==> src/rtl/inst_fetch_if.sv <==
// Decode-side handshake of the fetch unit: {inst, pc} presented over valid/ready.
// The fetch unit drives the master side; decode is the slave.
interface inst_fetch_if;
  logic        inst_valid;
  logic        inst_ready;
  logic [31:0] inst;
  logic [31:0] inst_pc;

  modport master (output inst_valid, inst, inst_pc, input inst_ready);
  modport slave  (input inst_valid, inst, inst_pc, output inst_ready);
endinterface

==> src/rtl/inst_fetch.sv <==
// Instruction fetch: owns the PC, addresses the registered-output ROM and buffers {inst, pc} for decode.
// Define INST_FETCH_SKID_EN for a 2-entry buffer (one per cycle); default is a single output register.
module inst_fetch #(
  parameter logic [31:0] RESET_PC = 32'h0000_0000
) (
  input  logic         clk,
  input  logic         rst,
  output logic [31:0]  rom_addr,
  input  logic [31:0]  rom_data,
  input  logic         redirect_valid,
  input  logic [31:0]  redirect_pc,
  inst_fetch_if.master dec,
  output logic         misalign_err
);

`ifdef INST_FETCH_SKID_EN
  localparam logic [2:0] DEPTH = 3'd2;
`else
  localparam logic [2:0] DEPTH = 3'd1;
`endif

  logic [31:0] pc;
  logic [31:0] pend_pc;
  logic        pend;
  logic [1:0]  count;
  logic [31:0] head_inst;
  logic [31:0] head_pc;
`ifdef INST_FETCH_SKID_EN
  logic [31:0] tail_inst;
  logic [31:0] tail_pc;
`endif
  logic        pop;
  logic        issue;
  logic [2:0]  occ;

  assign pop            = dec.inst_valid & dec.inst_ready;
  assign rom_addr       = pc;
  assign dec.inst_valid = (count != 2'd0);
  assign dec.inst       = head_inst;
  assign dec.inst_pc    = head_pc;

  // The in-flight word lands next edge, so it already claims a slot when deciding to issue.
  always_comb begin
    occ   = {1'b0, count} - {2'b00, pop} + {2'b00, pend};
    issue = (occ < DEPTH);
  end

  // NOTE: every register here is state updated on the clock edge, so it uses <= only;
  // blocking assignments would let later statements see this edge's new values.
  always_ff @(posedge clk) begin
    if (rst) begin
      pc           <= RESET_PC;
      pend         <= 1'b0;
      pend_pc      <= 32'h0;
      count        <= 2'd0;
      misalign_err <= 1'b0;
      head_inst    <= 32'h0;
      head_pc      <= 32'h0;
`ifdef INST_FETCH_SKID_EN
      tail_inst    <= 32'h0;
      tail_pc      <= 32'h0;
`endif
    end else if (redirect_valid) begin
      pc           <= {redirect_pc[31:2], 2'b00};
      pend         <= 1'b0;
      count        <= 2'd0;
      misalign_err <= |redirect_pc[1:0];
    end else begin
      misalign_err <= 1'b0;
      count        <= count + {1'b0, pend} - {1'b0, pop};

      if (issue) begin
        pend    <= 1'b1;
        pend_pc <= pc;
        pc      <= pc + 32'd4;
      end else begin
        pend    <= 1'b0;
      end

`ifdef INST_FETCH_SKID_EN
      // Two-slot shift buffer: head is what decode sees, tail backs it up during a stall.
      if (pop) begin
        if (count == 2'd2) begin
          head_inst <= tail_inst;
          head_pc   <= tail_pc;
          if (pend) begin
            tail_inst <= rom_data;
            tail_pc   <= pend_pc;
          end
        end else if (pend) begin
          head_inst <= rom_data;
          head_pc   <= pend_pc;
        end
      end else if (pend) begin
        if (count == 2'd0) begin
          head_inst <= rom_data;
          head_pc   <= pend_pc;
        end else begin
          tail_inst <= rom_data;
          tail_pc   <= pend_pc;
        end
      end
`else
      // A word only lands when the single register is empty or being popped this edge.
      if (pend) begin
        head_inst <= rom_data;
        head_pc   <= pend_pc;
      end
`endif
    end
  end

endmodule

==> src/flat_wrapper.sv <==
// flat-port wrapper written by rule: the top's interface ports become plain ports
module inst_fetch_flat 
#(
  parameter logic [31:0] RESET_PC = 32'h0000_0000
)
  (clk, rst, rom_addr, rom_data, redirect_valid, redirect_pc, misalign_err, dec_inst_valid, dec_inst, dec_inst_pc, dec_inst_ready);
  inst_fetch_if dec_i ();
  input  logic clk;
  input  logic rst;
  output logic [31:0] rom_addr;
  input  logic [31:0] rom_data;
  input  logic redirect_valid;
  input  logic [31:0] redirect_pc;
  output logic misalign_err;
  output wire logic [$bits(dec_i.inst_valid)-1:0] dec_inst_valid;
  output wire logic [$bits(dec_i.inst)-1:0] dec_inst;
  output wire logic [$bits(dec_i.inst_pc)-1:0] dec_inst_pc;
  input wire logic [$bits(dec_i.inst_ready)-1:0] dec_inst_ready;
  assign dec_inst_valid = dec_i.inst_valid;
  assign dec_inst = dec_i.inst;
  assign dec_inst_pc = dec_i.inst_pc;
  assign dec_i.inst_ready = dec_inst_ready;
  inst_fetch #(.RESET_PC(RESET_PC)) u_core (.clk(clk), .rst(rst), .rom_addr(rom_addr), .rom_data(rom_data), .redirect_valid(redirect_valid), .redirect_pc(redirect_pc), .dec(dec_i), .misalign_err(misalign_err));
endmodule
==> config.mk <==
export PLATFORM = sky130hd
export DESIGN_NAME = inst_fetch_flat
export DESIGN_NICKNAME = d
export VERILOG_FILES = /design/src/rtl/inst_fetch_if.sv /design/src/rtl/inst_fetch.sv /design/src/flat_wrapper.sv
export SDC_FILE = /design/constraint.sdc
export NUM_CORES = 1
export LEC_CHECK = 0
export BUFFER_PORTS_ARGS = -buffer_cell sky130_fd_sc_hd__buf_2
export CAP_MARGIN = 0
export CORE_MARGIN = 3
export CORE_UTILIZATION = 55
export DETAILED_ROUTE_END_ITERATION = 7
export MAX_ROUTING_LAYER = met4
export PLACE_DENSITY = 0.9
export SETUP_SLACK_MARGIN = 0.4
export SKIP_CTS_REPAIR_TIMING = 1
export SYNTH_ARGS = -nofsm -noshare
export SYNTH_HDL_FRONTEND = slang
export SYNTH_SLANG_ARGS = --single-unit
==> constraint.sdc <==
create_clock -name clk -period 7 [get_ports clk]
set_input_delay 1.4 -clock clk [delete_from_list [all_inputs] [get_ports clk]]
set_output_delay 1.4 -clock clk [all_outputs]
set_load 0.02 [all_outputs]
==> results.md, run 1 <==
- Netlist cell types: 48
- Total Routing Usage GR: 0.269
- Fill cells: 731
- First-pass GRT wire length: 23,900 microns
- Maximum clock insertion buffer count: 2
- Post-synth EDFFs: 0
- Combinational Power Share: 0.130
- Switching pwr: 0.000521 W
- Via density per instance: 5.59
- Detailed Routing Iterations Pass 1: 5
- Initial Util: 0.576
- Count leader, synth: nand2_1
- TNS Setup: 0 ns
- Post-synthesis xor/xnor area fraction: 0.0129
- Clock-pin slew on the worst setup and hold paths: 0.06 ns
- Worst Clk Skew: 0.00855 ns
- CP Capture Type: flip-flop
- Synth warnings: 0
- Grt met2 use: 0.423
- Min-delay src: u_core.pend_pc[5]
- Initial drt markers: 353
- Gate Count Post-Synth: 652
- M1 GR Usage: 0.338
- Leakage power: 2.87 nW
- Post-route setup slack: 3.11 ns
- CTS tree: done
- Core area: 9420 sq um
- Worst skew pair latency: 0.52 ns
- Worst setup SP type: input port
- Period utilization: 0.556
- Largest net degree at the start of global routing: 72
- Grt peak-use layer: met2
- Die width: 105 microns
- Critical Path AT: 4.29 ns
- Maximum vdd drop: 0.162 mV
- Hold depth: 2
- Compound-cell area share of the yosys netlist: 0.144
- Leading area contributor after synthesis: dfxtp_1
- Post-synth top cells: 141 x nand2_1, 126 x dfxtp_1, 65 x a21oi_1, 57 x nor2_1, 35 x clkbuf_1
- Row cnt: 35
- Detail Route Antenna Nets: 0
- Number of global-route vias before repair: 4,977
- Synth Area in Simple Gates: 0.248
- Total grt overflow: 0
- Synth top area cells: dfxtp_1 46%, nand2_1 9.8%, a21oi_1 6.0%
- Initial antenna violation count: 0
- Mapped Area: 5430 sq um
- Final min period: 3.89 ns
- Synth top area share: 0.465
- Die height: 105 microns
- GP Congestion: 0.877
- Mapped Avg Cell Area: 8.32 sq um
- Max-cap violations: 0
- Post-synthesis adder-cell area fraction: 0.0106
- Crit path kind: input port to flip-flop
- # port buffers: 161
- I/O pins: 166
- Post-synth ARST share: 0
- Post-synth top flop: dfxtp_1
- Largest family of logic cells by synthesized area: simple AND/OR/NAND/NOR gates
- Finished Core Util: 0.721
- HPWL Detailed: 9840 microns
- Final Slew Violations: 0
- Switching share of total power: 0.273
- Fin. Hold Viols: 0
- Setup slack at placement: 2.60 ns
- DRC: 0
- Pwr Density: 282 nW/um^2
- Unrepaired setup endpoints after global routing: false
- Hold Path Sink: u_core.dec.inst_pc[5]
- Post-synthesis mux area share: 0.0572
- Sequential power share: 0.415
- CTS root buf: clkbuf_8
- Fmax: 257 MHz
- WL per Instance: 15.6 microns
- Worst Hold Class: flip-flop to flip-flop
- Worst R2R Setup Slack: 3.37 ns
- Slew Limit Headroom: 0.249
- Antenna cells: 0
- Drt total wl: 14,500 microns
- Worst reg2reg endpoint: u_core.rom_addr[20]
- Internal power: 0.00139 W
- Final setup viols: 0
- Sinks on Clock Net: 126
- Measured slew at the worst slew-check pin: 1.12 ns
- Via count: 5,203
- Clock power share: 0.455
- Layout cell share with drive strength beyond 1: 0.261
- CP required: 7.40 ns
- Die area: 11,100 sq um
- P&R area growth vs syn: 25.1%
- Crit Path Max Fanout: 11
- FF-to-FF Start: u_core.count[1]
- Outcome: finished, final reports clean
- Seq/Total Area, Yosys: 0.465
- CTS buffer count: 17
- Synth Register Bits: 126
- R2R cell count: 10
- Total Nets Final: 861
- H-Tree Depth: 4
- Met3 GRT Util: 0.0606
==> worst max-delay path, cell delays in order <==
cell and delay (ns):
buf_2 0.09, and2_1 0.14, ha_1 0.27, inv_1 0.04
ha_1 0.18, fa_1 0.49, or2_1 0.37, or4_4 0.60
o41a_1 0.39, a2111oi_1 0.33
==> worst max path at each step <==
stage,start,endpoint,slack [ns],cells past startpoint
floorplan,dec_inst_ready,u_core.rom_addr[25],2.92,10
global placement,dec_inst_ready,u_core.rom_addr[20],2.68,10
detailed placement,dec_inst_ready,u_core.rom_addr[20],2.60,10
CTS,dec_inst_ready,u_core.rom_addr[20],3.11,10
global route,dec_inst_ready,u_core.rom_addr[20],3.04,10
finish,dec_inst_ready,u_core.rom_addr[20],3.11,10
==> layer usage <==
metal  up-vias  routed length, microns
li1       2547                       -
met1      2420                    6150
met2       215                    7090
met3        21                     995
met4         0                     259
met5         -                       0
==> power by group through the flow <==
| stage | logic, W | clock network, W | registers (W) |
|---|---|---|---|
| floorplan | 0.000152 | 0 | 0.000824 |
| global placement | 0.000236 | 0 | 0.000805 |
| detailed placement | 0.000244 | 0 | 0.000807 |
| CTS | 0.000247 | 0.000875 | 0.000792 |
| global route | 0.000270 | 0.000910 | 0.000799 |
| finish | 0.000248 | 0.000870 | 0.000794 |
==> layout make-up <==
type / count / area (sq um) / share of cell area
Tap cell: 129 / 161 / 0.0238
Clock buffer: 19 / 422 / 0.0621
Clock inverter: 13 / 166 / 0.0245
Sequential cell: 126 / 2520 / 0.372
Inverter: 18 / 67.6 / 0.00995
Multi-Input combinational cell: 459 / 2590 / 0.382
Timing Repair Buffer: 167 / 853 / 0.126
==> kinds of logic (layout without fill, tap and decap cells) <==
kind of cell | count (synthesis) | count (layout)
DFF | 126 | 126
adders and majority gates | 4 | 4
buffers and inverters | 70 | 217
AOI/OAI and AO/OA | 122 | 122
other | 1 | 4
and+or+nand+nor | 290 | 290
muxes | 31 | 31
xor gates and xnor gates | 8 | 8
==> state kept, by name (all words and copies together) (netlist names) <==
signal               flops
u_core.dec.inst         32
u_core.dec.inst_pc      30
u_core.pend_pc          30
u_core.rom_addr         30
u_core.count             2
u_core.misalign_err      1
u_core.pend              1
==> cell usage in the layout, fill, tap and decap left out, drive strengths merged, types with 13 or more instances in the layout <==
cell type  instances
nor2              57
nand4             18
a21oi             65
dfxtp            126
mux2i             31
nand2            141
clkbuf            19
inv               19
a211oi            13
buf              167
==> per-stage QoR <==
| stage | total power, W | hold WS (ns) | cells | instance area (sq um) |
|---|---|---|---|---|
| 6_report | 0.00191 | 0.446 | 931 | 6790 |
| 5_1_grt | 0.00198 | 0.467 | 931 | 6790 |
| 4_1_cts | 0.00191 | 0.449 | 931 | 6790 |
| 3_5_place_dp | 0.00105 | 0.443 | 899 | 6200 |
| 3_3_place_gp | 0.00104 | 0.438 | 899 | 6200 |
| 2_1_floorplan | 0.000976 | 0.431 | 655 | 5440 |
No activity file was read; power rests on OpenSTA's default activity.
==> run 2: changes to the inputs <==
--- a/config.mk
+++ b/config.mk
@@ -5,13 +5,14 @@
 export SDC_FILE = /design/constraint.sdc
 export NUM_CORES = 1
 export LEC_CHECK = 0
+export ABC_AREA = 1
 export BUFFER_PORTS_ARGS = -buffer_cell sky130_fd_sc_hd__buf_2
 export CAP_MARGIN = 0
 export CORE_MARGIN = 3
-export CORE_UTILIZATION = 55
+export CORE_UTILIZATION = 47
 export DETAILED_ROUTE_END_ITERATION = 7
 export MAX_ROUTING_LAYER = met4
-export PLACE_DENSITY = 0.9
+export PLACE_DENSITY = 0.82
 export SETUP_SLACK_MARGIN = 0.4
 export SKIP_CTS_REPAIR_TIMING = 1
 export SYNTH_ARGS = -nofsm -noshare
==> constraint.sdc (replaced) <==
create_clock -name clk -period 3.3 [get_ports clk]
set_input_delay 0.66 -clock clk [delete_from_list [all_inputs] [get_ports clk]]
set_output_delay 0.66 -clock clk [all_outputs]
set_load 0.02 [all_outputs]
==> run 2 against run 1 <==
Against the previous run: count of clock-buffer cells in the layout fell by 2; global-route usage fell by 3.2 points; synthesized cell count rose by 21%; sequential power rose by 130%; sequential share of layout area fell by 1.2 points; largest power group unchanged; highest routed layer unchanged.
==> results.md, run 2 <==
- Sinks on Clock Net: 126
- Post-synthesis xor/xnor area fraction: 0.0111
- Clock-pin slew on the worst setup and hold paths: 0.06 ns
- Placed cell count: 1,058
- FF-to-FF Start: u_core.count[1]
- Drt total wl: 15,100 microns
- Fill cells: 1,087
- Initial Util: 0.483
- Post-synthesis adder-cell area fraction: 0.0104
- Measured slew at the worst slew-check pin: 0.596 ns
- Fin. Hold Viols: 0
- TNS Setup: 0 ns
- Post-synth ARST share: 0
- Via density per instance: 5.14
- Number of global-route vias before repair: 5,025
- Unrepaired setup endpoints after global routing: false
- Post-route setup slack: 0.607 ns
- Switching pwr: 0.00135 W
- First-pass GRT wire length: 24,200 microns
- Post-synth EDFFs: 0
- Max-cap violations: 0
- Row cnt: 39
- Synth Register Bits: 126
- P&R area growth vs syn: 26.7%
- Fmax: 371 MHz
- Combinational Power Share: 0.179
- Register area: 2520 sq um
- Maximum clock insertion buffer count: 2
- R2R cell count: 12
- Initial drt markers: 513
- Final hold slack: 0.472 ns
- Post-synth top cells: 210 x nor2_1, 126 x dfxtp_1, 122 x nand2_1, 104 x o21ai_0, 61 x inv_1
- Largest net degree at the start of global routing: 72
- HPWL Detailed: 10,500 microns
- Most frequent cells in the layout: 210 x nor2_1, 161 x buf_2, 126 x dfxtp_1
- Compound-cell area share of the yosys netlist: 0.126
- Layout cell share with drive strength beyond 1: 0.244
- Crit path from: u_core.count[1]
- Die area: 13,100 sq um
- Seq/Total Area, Yosys: 0.455
- Most common cell after layout, fill and taps aside: nor2_1
- GP Congestion: 0.919
- Clock power share: 0.414
- Switching share of total power: 0.307
- Max reg flops: 32
- Leading area contributor after synthesis: dfxtp_1
- Crit Path Max Fanout: 39
- Initial antenna violation count: 0
- Synth top area share: 0.455
- DRC: 0
- Outcome: finished, final reports clean
- Synth top area cells: dfxtp_1 46%, nor2_1 14%, o21ai_0 9.4%
- # port buffers: 161
- Worst setup SP type: flip-flop
- Worst skew pair latency: 0.41 ns
- Pwr Density: 629 nW/um^2
- H-Tree Depth: 4
- Synth Area in Simple Gates: 0.312
- Crit path kind: flip-flop to flip-flop
- CTS root buf: clkbuf_16
- Detailed Routing Iterations Pass 1: 5
- Maximum vdd drop: 0.510 mV
- Netlist cell types: 36
- CP required: 3.59 ns
- Period utilization: 0.816
- Gate Count Post-Synth: 786
- Sequential power share: 0.407
- I/O pins: 166
- Worst R2R Setup Slack: 0.61 ns
- Hold depth: 3
- Detail Route Antenna Nets: 0
- Final setup viols: 0
- Die width: 115 microns
- Synth warnings: 0
- Area of the multi-input gates: 2570 sq um
- Worst reg2reg endpoint: u_core.rom_addr[2]
- Core area: 11,500 sq um
- Die height: 115 microns
- Largest family of logic cells by synthesized area: simple AND/OR/NAND/NOR gates
- Mapped Avg Cell Area: 7.05 sq um
- Mapped Area: 5540 sq um
- Count leader, synth: nor2_1
- Final min period: 2.69 ns
- WL per Instance: 13.9 microns
- Worst Hold Class: input port to flip-flop
- Post-synth top flop: dfxtp_1
- Total grt overflow: 0
- Antenna cells: 0
- CP Capture Type: flip-flop
- Via count: 5,599
- Leakage power: 3.49 nW
- Final Non-Filler Cells: 1,090
- CTS tree: done
- Critical Path AT: 2.98 ns
- Total Routing Usage GR: 0.237
- Post-synthesis mux area share: 0
- Internal power: 0.00306 W
- Total Nets Final: 1,006
- Worst Clk Skew: 0.0114 ns
- Critical Path End: u_core.rom_addr[2]
- CTS buffer count: 17
- Final Slew Violations: 0
- Slew Limit Headroom: 0.602
- Setup slack at placement: 0.296 ns
[run 2: changes by cell type in the layout (fill, tap and decap cells not counted), sizes merged, moves of 10 or more]
cell | previous run | this run
a21oi | 65 | 11
and3 | 11 | 0
nor2 | 57 | 221
o21ai | 8 | 112
a211oi | 13 | 2
nor4 | 10 | 0
nand3 | 8 | 21
inv | 19 | 72
mux2i | 31 | 0
nand2 | 141 | 126
[run 2: kinds of logic after synthesis]
logic type,count (synthesis)
flops,126
buf+inv,111
xor+xnor,7
simple gates,402
fa+ha+maj,4
other cells,1
compound gates,135
[run 2: area by class of cell]
cell class | count | area share
sequential | 126 | 0.359
clock inverter | 15 | 0.0230
multi-input combinational | 552 | 0.366
inverter | 68 | 0.0367
clock buffer | 17 | 0.0606
timing repair buffer | 169 | 0.129
tap | 143 | 0.0255
[run 2: power by group through the flow]
| stage | Combinational [W] | Sequential (W) | Clock, W |
|---|---|---|---|
| after floorplan | 0.000420 | 0.00192 | 0 |
| after detailed placement | 0.000786 | 0.00183 | 0 |
| after CTS | 0.000792 | 0.00180 | 0.00186 |
| after global placement | 0.000771 | 0.00182 | 0 |
| final | 0.000793 | 0.00180 | 0.00183 |
| after global routing | 0.000882 | 0.00182 | 0.00193 |
[run 2: critical path, stage by stage (launching register included)]
cell and delay, ns:
dfxtp_1 0.34, o21a_1 0.19, ha_1 0.27, inv_1 0.04, ha_1 0.18, fa_1 0.51, nor2_2 0.07, nand4_4 0.08
buf_4 0.38, buf_4 0.23, nor2_1 0.06, a21oi_1 0.12, a21oi_1 0.07
[run 2: layer usage]
metal | global-route usage | up-vias | wire, microns
li1 | - | 2800 | -
met1 | 0.297 | 2534 | 6300
met2 | 0.373 | 236 | 7320
met3 | 0.0603 | 29 | 1200
met4 | 0.0784 | 0 | 316
met5 | - | - | 0
[run 2: worst min-delay path by stage]
stage | start | to | slack [ns]
2_1_floorplan | u_core.pend_pc[31] | u_core.dec.inst_pc[31] | 0.43
3_3_place_gp | u_core.pend_pc[5] | u_core.dec.inst_pc[5] | 0.46
3_5_place_dp | u_core.pend_pc[9] | u_core.dec.inst_pc[9] | 0.47
4_1_cts | rom_data[10] | u_core.dec.inst[10] | 0.46
5_1_grt | rom_data[5] | u_core.dec.inst[5] | 0.47
6_report | rom_data[5] | u_core.dec.inst[5] | 0.47
[run 2: metrics by stage]
step / power [W] / instance area (sq um) / util
CTS: 0.00445 / 7020 / 0.612
detailed placement: 0.00261 / 6430 / 0.561
floorplan: 0.00234 / 5550 / -
global placement: 0.00259 / 6430 / 0.561
global route: 0.00463 / 7020 / 0.612
finish: 0.00442 / 7020 / 0.612
==> run 3: changes to the inputs <==
--- a/config.mk
+++ b/config.mk
@@ -9,10 +9,10 @@
 export BUFFER_PORTS_ARGS = -buffer_cell sky130_fd_sc_hd__buf_2
 export CAP_MARGIN = 0
 export CORE_MARGIN = 3
-export CORE_UTILIZATION = 47
+export CORE_UTILIZATION = 52
 export DETAILED_ROUTE_END_ITERATION = 7
 export MAX_ROUTING_LAYER = met4
-export PLACE_DENSITY = 0.82
+export PLACE_DENSITY = 0.85
 export SETUP_SLACK_MARGIN = 0.4
 export SKIP_CTS_REPAIR_TIMING = 1
 export SYNTH_ARGS = -nofsm -noshare
==> constraint.sdc (replaced) <==
create_clock -name clk -period 2.8 [get_ports clk]
set_input_delay 0.56 -clock clk [delete_from_list [all_inputs] [get_ports clk]]
set_output_delay 0.56 -clock clk [all_outputs]
set_load 0.02 [all_outputs]
==> run 3 against run 2 <==
Against the previous run: final area rose by 6.0%; largest cell class unchanged; critical path type unchanged; critical endpoint is now u_core.rom_addr[26]; fmax increased by 6.9%; highest routed layer unchanged; power grew 27%; largest power group unchanged; sequential share of layout area decreased by 2.0 points.
==> results.md, run 3 (same netlist as run 2, synthesis figures left out) <==
- Met3 GRT Util: 0.0574
- Worst skew pair latency: 0.52 ns
- Critical path depth: 13
- Maximum clock insertion buffer count: 2
- Detailed Routing Iterations Pass 1: 5
- Crit path kind: flip-flop to flip-flop
- Hold Path Sink: u_core.dec.inst[15]
- M1 GR Usage: 0.314
- CP peak stage delay: 0.52 ns
- HPWL Detailed: 10,400 microns
- Max reg flops: 32
- Critical path's top delay family: adder cells
- Worst R2R Setup Slack: 0.28 ns
- CP Buf/Inv Count: 3
- Initial antenna violation count: 0
- Register area: 2520 sq um
- Clock-pin slew on the worst setup and hold paths: 0.06 ns
- Setup slack at placement: 0.0282 ns
- Placed cell count: 1,064
- GP Congestion: 0.894
- Core area: 10,300 sq um
- Outcome: finished, final reports clean
- Fill cells: 809
- TNS Setup: 0 ns
- Maximum vdd drop: 0.465 mV
- Drt total wl: 16,100 microns
- Slew Limit Headroom: 0.620
- Detail Route Antenna Nets: 0
- Antenna cells: 0
- I/O pins: 166
- Period utilization: 0.899
- H-Tree Depth: 4
- Fin. Hold Viols: 0
- Number of global-route vias before repair: 5,167
- Die width: 109 microns
- Area of the multi-input gates: 2700 sq um
- R2R cell count: 13
- CTS tree: done
- CTS root buf: clkbuf_8
- Most common cell after layout, fill and taps aside: nor2_1
- Post-route setup slack: 0.282 ns
- Largest net degree at the start of global routing: 64
- Max-cap violations: 0
- Final min period: 2.52 ns
- Row cnt: 37
- Final Slew Violations: 0
- Sinks on Clock Net: 126
- Critical Path AT: 2.99 ns
- Via count: 5,805
- Layout cell share with drive strength beyond 1: 0.292
- Worst Hold Class: input port to flip-flop
- Die height: 109 microns
- Min-delay src: rom_data[15]
- Fmax: 397 MHz
- CTS buffer count: 17
- CP Capture Type: flip-flop
- CP required: 3.27 ns
- Die area: 11,900 sq um
- Initial Util: 0.537
- Total Nets Final: 1,028
- WL per Instance: 14.6 microns
- Most frequent cells in the layout: 197 x nor2_1, 161 x buf_2, 125 x dfxtp_1
- Worst Clk Skew: 0.00647 ns
- Total Routing Usage GR: 0.260
- FF-to-FF Start: u_core.count[1]
- Leakage power: 3.68 nW
- P&R area growth vs syn: 34.2%
- Via density per instance: 5.25
- Final Non-Filler Cells: 1,105
- Finished Cell Area: 7440 sq um
- Final setup viols: 0
- Worst setup SP type: flip-flop
- First-pass GRT wire length: 23,900 microns
- Grt met2 use: 0.425
- Crit-path slowest cell: fa_1
- Crit Path Max Fanout: 27
- Hold depth: 3
- Measured slew at the worst slew-check pin: 0.570 ns
- Total grt overflow: 0
- # port buffers: 161
- Pwr Density: 757 nW/um^2
- Grt peak-use layer: met2
- DRC: 0
- Unrepaired setup endpoints after global routing: true
- Final hold slack: 0.263 ns
- Worst reg2reg endpoint: u_core.rom_addr[26]
- Placed standard-cell area: 6580 sq um
- Initial drt markers: 509
- CP cell instances: o21a_1 -> ha_1 -> inv_1 -> ha_2 -> fa_1 -> nor2_4 -> nand4_4 -> buf_12 -> nor2_4 -> nand4_1 -> nand3_1 -> nand2_1 -> inv_1
run 3: cell count changes in the layout (fill, tap and decap cells not counted), sizes merged:
cell      change
clkinvlp      -3
clkbuf        +4
clkinv        +3
inv           -4
buf          +20
bufinv        +2
run 3: routing by layer:
metal  wire length (microns)  share of wire
met3                    1110          0.069
met4                     588          0.037
met1                    6540           0.41
met5                       0              0
met2                    7850           0.49
run 3: stage by stage:
stage	total power, W	utilization
4_1_cts	0.00547	0.698
6_report	0.00563	0.721
3_3_place_gp	0.00315	0.637
2_1_floorplan	0.00280	-
5_1_grt	0.00586	0.721
3_5_place_dp	0.00317	0.637
run 3: layout make-up:
class / instances / share of cell area
well taps: 136 / 0.0229
flip-flops and latches: 126 / 0.339
clock inverters: 13 / 0.0251
repair buffers: 191 / 0.154
inverters: 68 / 0.0367
clock buffers: 19 / 0.0594
multi-input cells: 552 / 0.363
run 3: how the worst max path moves through the flow:
stage / from / end / slack, ns
floorplan: dec_inst_ready / u_core.rom_addr[20] / 0.30
global route: u_core.count[1] / u_core.rom_addr[24] / 0.14
global placement: dec_inst_ready / u_core.rom_addr[25] / 0.09
detailed placement: dec_inst_ready / u_core.rom_addr[23] / 0.03
finish: u_core.count[1] / u_core.rom_addr[26] / 0.28
CTS: u_core.count[1] / u_core.rom_addr[23] / 0.24
run 3: power breakdown:
part | internal, W | leakage [nW] | switching [W] | total (W)
Combinational | 0.000462 | 2.34 | 0.000721 | 0.00118
Clock | 0.00150 | 0.308 | 0.000817 | 0.00231
Sequential | 0.00199 | 1.03 | 0.000146 | 0.00213
run 3: worst min-delay path, stage by stage:
cell	delay, ns
buf_2	0.08
nor2_1	0.03
nor2_1	0.08
